<file path="config.mk">
export PLATFORM = sky130hd
export DESIGN_NAME = alu_cond_stage
export DESIGN_NICKNAME = d
export VERILOG_FILES = /design/src/rtl/alu_cond_stage.sv
export SDC_FILE = /design/constraint.sdc
export NUM_CORES = 1
export LEC_CHECK = 0
export BUFFER_PORTS_ARGS = -buffer_cell sky130_fd_sc_hd__buf_2
export CAP_MARGIN = 20
export CORE_ASPECT_RATIO = 0.8
export CORE_MARGIN = 1
export CORE_UTILIZATION = 53
export CTS_CLUSTER_DIAMETER = 150
export DETAILED_ROUTE_END_ITERATION = 10
export PLACE_DENSITY = 0.78
export RECOVER_POWER = 100
export SYNTH_ARGS = -nofsm -noshare
export SYNTH_HDL_FRONTEND = slang
export SYNTH_SLANG_ARGS = --single-unit
</file>
<file path="constraint.sdc">
create_clock -name clk -period 2.8 [get_ports clk]
set_input_delay 0.56 -clock clk [delete_from_list [all_inputs] [get_ports clk]]
set_output_delay 0.56 -clock clk [all_outputs]
set_load 0.005 [all_outputs]
</file>
<file path="src/rtl/alu_cond_stage.sv">
// alu_cond_stage: condition evaluation, NZCV flag register and 2-entry valid/ready output buffer.
// Optional macro COND_STATS_EN adds ExecCount/SquashCount accept counters.
module alu_cond_stage #(
    parameter int         DATA_WIDTH = 32,
    parameter int         WA_WIDTH   = 4,
    parameter logic [3:0] FLAG_RST   = 4'b0000
) (
    input  logic                  clk,
    input  logic                  reset_n,
    input  logic                  InValid,
    output logic                  InReady,
    input  logic [DATA_WIDTH-1:0] ALUResult,
    input  logic                  Negative,
    input  logic                  Zero,
    input  logic                  Carry,
    input  logic                  Overflow,
    input  logic [3:0]            Cond,
    input  logic [1:0]            FlagW,
    input  logic                  RegW,
    input  logic                  MemW,
    input  logic [WA_WIDTH-1:0]   WA3,
    output logic                  OutValid,
    input  logic                  OutReady,
    output logic [DATA_WIDTH-1:0] OutResult,
    output logic                  OutRegW,
    output logic                  OutMemW,
    output logic [WA_WIDTH-1:0]   OutWA3,
    output logic                  OutCondEx,
    output logic [3:0]            Flags
`ifdef COND_STATS_EN
    ,
    output logic [31:0]           ExecCount,
    output logic [31:0]           SquashCount
`endif
);

    typedef struct packed {
        logic [DATA_WIDTH-1:0] result;
        logic                  regw;
        logic                  memw;
        logic [WA_WIDTH-1:0]   wa3;
        logic                  condex;
    } entry_t;

    entry_t     slot0_q, slot0_d, slot1_q, slot1_d, new_entry;
    logic [1:0] count_q, count_d;
    logic [3:0] flags_q, flags_d;
    logic       n, z, c, v;
    logic       cond_ex, accept, pop;

    assign {n, z, c, v} = flags_q;
    assign InReady      = (count_q != 2'd2) && reset_n;
    assign accept       = InValid & InReady;
    assign OutValid     = count_q != 2'd0;
    assign pop          = OutValid & OutReady;
    assign new_entry    = {ALUResult, RegW & cond_ex, MemW & cond_ex, WA3, cond_ex};
    assign OutResult    = slot0_q.result;
    assign OutRegW      = slot0_q.regw;
    assign OutMemW      = slot0_q.memw;
    assign OutWA3       = slot0_q.wa3;
    assign OutCondEx    = slot0_q.condex;
    assign Flags        = flags_q;

    // Condition check against the architectural flags, not the incoming ALU flags
    always_comb begin
        cond_ex = 1'b1;
        case (Cond)
            4'h0:    cond_ex = z;
            4'h1:    cond_ex = !z;
            4'h2:    cond_ex = c;
            4'h3:    cond_ex = !c;
            4'h4:    cond_ex = n;
            4'h5:    cond_ex = !n;
            4'h6:    cond_ex = v;
            4'h7:    cond_ex = !v;
            4'h8:    cond_ex = c & !z;
            4'h9:    cond_ex = !c | z;
            4'hA:    cond_ex = n == v;
            4'hB:    cond_ex = n != v;
            4'hC:    cond_ex = !z & (n == v);
            4'hD:    cond_ex = z | (n != v);
            default: cond_ex = 1'b1;
        endcase
    end

    // Buffer: slot0 is always the head; a push lands in slot0 when it is (or is becoming) free
    always_comb begin
        slot0_d = slot0_q;
        slot1_d = slot1_q;
        count_d = count_q + 2'(accept) - 2'(pop);
        if (pop && count_q == 2'd2)
            slot0_d = slot1_q;
        if (accept) begin
            if (count_q == 2'd0 || (count_q == 2'd1 && pop))
                slot0_d = new_entry;
            else
                slot1_d = new_entry;
        end
    end

    // Flags update only for accepted, executed instructions
    always_comb begin
        flags_d = flags_q;
        if (accept && cond_ex) begin
            if (FlagW[1])
                flags_d[3:2] = {Negative, Zero};
            if (FlagW[0])
                flags_d[1:0] = {Carry, Overflow};
        end
    end

    // State registers with synchronous active-low reset
    always_ff @(posedge clk) begin
        if (!reset_n) begin
            count_q <= 2'd0;
            slot0_q <= '0;
            slot1_q <= '0;
            flags_q <= FLAG_RST;
        end else begin
            count_q <= count_d;
            slot0_q <= slot0_d;
            slot1_q <= slot1_d;
            flags_q <= flags_d;
        end
    end

`ifdef COND_STATS_EN
    logic [31:0] exec_q, exec_d, squash_q, squash_d;

    assign ExecCount   = exec_q;
    assign SquashCount = squash_q;

    // Count accepted instructions split by condition outcome, wrapping naturally
    always_comb begin
        exec_d   = exec_q + 32'(accept & cond_ex);
        squash_d = squash_q + 32'(accept & !cond_ex);
    end

    // Counter registers
    always_ff @(posedge clk) begin
        if (!reset_n) begin
            exec_q   <= '0;
            squash_q <= '0;
        end else begin
            exec_q   <= exec_d;
            squash_q <= squash_d;
        end
    end
`endif

endmodule
</file>
==> results.yml <==
logic_synthesis:
  ys_warn_count: 0
  synth_area_per_cell_um2: 8.64
  synth_fa_ha_area_share_pct: 0.642
  ys_seq_elements: 84
  synth-edff-count: 0
  synthXorXnorAreaFrac_pct: 1.54
  synthTopCellsByArea: "dfxtp_1 43%, nand2_1 12%, o211a_1 9.2%, nand3_1 8.3%, a21boi_1 7.7%"
  syn_inst: 451
  yosysTopAreaCell: "dfxtp_1"
  async_flop_share_pct: 0
  synth_top_area_share_pct: 43.1
  synth_nets: 505
  synth_area_um2: 3900
  synth-compound-area-share_pct: 20.2
  ys_seq_area_share_pct: 43.1
  synth.distinct_cells: 41
  synth_common_cells: "120 x nand2_1, 84 x dfxtp_1, 65 x nand3_1, 40 x a21boi_1, 36 x o211a_1"
  synth_ff_type: "dfxtp_1"
  synthSimpleGateAreaFrac_pct: 26.2
  synthMuxAreaShare_pct: 2.70
  synth_most_common_cell: "nand2_1"
  synth_top_family_by_area: "simple AND/OR/NAND/NOR gates"
cells_and_area:
  area_delta_synth_final_pct: 14.5
  num_antenna_cells: 0
  multi_input_area_um2: 1940
  final_util_pct: 63.9
  drive_above_1_share_pct: 21.6
  nFillCells: 641
  seq_area_um2: 1680
  nNetsFinal: 585
sta:
  setup_viol: 0
  slew_headroom_pct: 48.9
  finalCritPeriodShare_pct: 85.6
  fmax_mhz: 417
  slew_viol_final: 0
  fin_skew_ns: 0.00812
  rsz0062_at_grt: "no"
  tightest_slew_ns: 0.766
  hold_viol_final: 0
  period_minus_slack_ns: 2.40
  fin_setup_tns_ns: 0
floorplan:
  die_area_um2: 7710
  die_x_um: 97.9
  fp-row-count: 27
  core_area_um2: 6990
  io_pins: 97
  die_y_um: 78.7
  initial_core_util_pct: 55.8
detailed_routing:
  via_count: 3465
  wirelength_mm: 8.92
  ant_nets: 0
  wl_per_cell_um: 14.4
  route.detailed.drc: 3
  first_pass_iters: 8
  viasPerCell: 5.59
  first_iter_violations: 216
cts:
  cts_resized: 0
  worstSkewPairLatency_ns: 0.34
  cts_max_level: 3
  cts_buffer_depth: 2
  root_buffer: "clkbuf_8"
  clkSinkCount: 84
  clkTransAtPathRegs_ns: 0.08
  cts_setup_buffers: 0
  cts_buffers: 9
  hold_buffers: 0
  tritoncts: "built"
power_and_ir_drop:
  ir_worst_vdd_mv: 0.389
  total_power_mw: 2.95
  p_per_area_nw_per_um2: 660
  p_leak_nw: 2.18
grt:
  grt_pass1_vias: 3161
  grt_pass1_wl_mm: 14.9
  overflow: 0
  grt_max_degree: 60
  grt_antenna_before_repair: 0
  grt_usage_pct: 23.9
critical_path:
  rr_endpoint: "OutResult[31]$_SDFF_PN0_"
  critPathKind: "in -> reg"
  cp_max_fo: 25
  critPathCaptureType: "register"
  worst_r2r_path_depth: 7
  arrival_ns: 2.63
  critical-path-top-delay-family: "buffers and inverters"
  crit_slowest_cell: "clkbuf_1"
  slowest_delay_ns: 0.56
  r2r_slack_ns: 0.63
  startpoint: "OutReady"
  crit_path_start_kind: "primary input"
  crit_cells: 7
  cp.buffers_inverters: 3
  crit_required_ns: 3.03
  r2r-start: "count_q[1]$_SDFF_PN0_"
  crit_end: "slot1_q[29]$_SDFFE_PN0P_"
  worstPathCellList: "clkbuf_1 -> buf_4 -> nand2b_1 -> and4_1 -> clkbuf_2 -> nand2_1 -> a21boi_0"
placed_design:
  io_buffers: 96
  dp_hpwl_mm: 6.01
  routabilityCongestion: 0.777
hold_path:
  hold_path.class: "in -> reg"
status:
  outcome: "finished, violations left"
  violations: "DRC"
job:
  maxCapViolations: 0
-- worst min path at each step --
stage / start / end / cells after the start
6_report: Zero / Flags[2]$_SDFFE_PN0P_ / 3
5_1_grt: Zero / Flags[2]$_SDFFE_PN0P_ / 3
4_1_cts: Zero / Flags[2]$_SDFFE_PN0P_ / 3
3_5_place_dp: slot1_q[25]$_SDFFE_PN0P_ / slot1_q[25]$_SDFFE_PN0P_ / 2
3_3_place_gp: slot1_q[38]$_SDFFE_PN0P_ / slot1_q[38]$_SDFFE_PN0P_ / 2
2_1_floorplan: slot1_q[5]$_SDFFE_PN0P_ / slot1_q[5]$_SDFFE_PN0P_ / 2
-- layer usage --
metal	vias to the layer above	track usage, %	wire length, um
met5	-	0	0
met4	0	5.15	55
met3	4	6.16	528
met2	94	39.2	4070
met1	1656	31.7	4270
li1	1711	-	-
-- power by group --
group	internal, mW	switching (mW)	leakage [nW]	total [mW]
logic	0.343	0.469	1.41	0.812
registers	1.32	0.0810	0.684	1.40
clock network	0.333	0.397	0.0811	0.729
-- per-stage QoR --
stage	instances	hold slack, ns	setup slack [ns]	area (um2)
5_1_grt	620	0.434	0.263	4470
3_5_place_dp	607	0.445	0.520	4390
4_1_cts	620	0.430	0.685	4550
3_3_place_gp	607	0.440	0.533	4390
6_report	620	0.446	0.402	4470
2_1_floorplan	451	0.433	0.677	3900
-- cell families (layout without fill, tap and decap cells) --
group | count (synthesis) | count (layout)
xor+xnor | 6 | 6
fa+ha+maj | 2 | 2
simple gates | 217 | 217
flops | 84 | 84
compound gates | 87 | 87
mux | 9 | 9
buf+inv | 46 | 128
-- registers in the layout, indices dropped and copies added, names as in the netlist --
name,flops
OutWA3,4
OutCondEx,1
OutResult,32
OutRegW,1
slot1_q,39
OutMemW,1
count_q,2
Flags,4
-- cell type report --
type	instances	area share [%]
Inverter	8	0.672
Clock buffer	11	3.17
Multi-Input combinational cell	321	43.5
Clock inverter	2	0.308
Timing Repair Buffer	107	12.2
Sequential cell	84	37.7
Tap cell	87	2.44
-- tightest hold or removal path: stages --
cell     delay [ns]
buf_2          0.09
inv_1          0.04
mux2i_1        0.05
-- cells in the final DEF (no fill, tap or decap), types with 2 or more instances in the layout --
| cell | n |
|---|---|
| nand2_1 | 120 |
| clkbuf_8 | 10 |
| buf_2 | 80 |
| a21boi_1 | 10 |
| nor2b_1 | 3 |
| or2_2 | 2 |
| xnor2_1 | 3 |
| clkbuf_1 | 18 |
| dfxtp_1 | 84 |
| nand3_1 | 69 |
| clkbuf_2 | 2 |
| buf_4 | 7 |
| mux2i_1 | 6 |
| a21boi_0 | 30 |
| nor3_1 | 2 |
| nor2_1 | 2 |
| ha_1 | 2 |
| and2_0 | 2 |
| inv_1 | 8 |
| xor2_1 | 3 |
| o211ai_1 | 6 |
| nand3_2 | 6 |
| o211a_1 | 36 |
| mux2_2 | 2 |
Note: power is estimated with default switching activity, not from simulation.
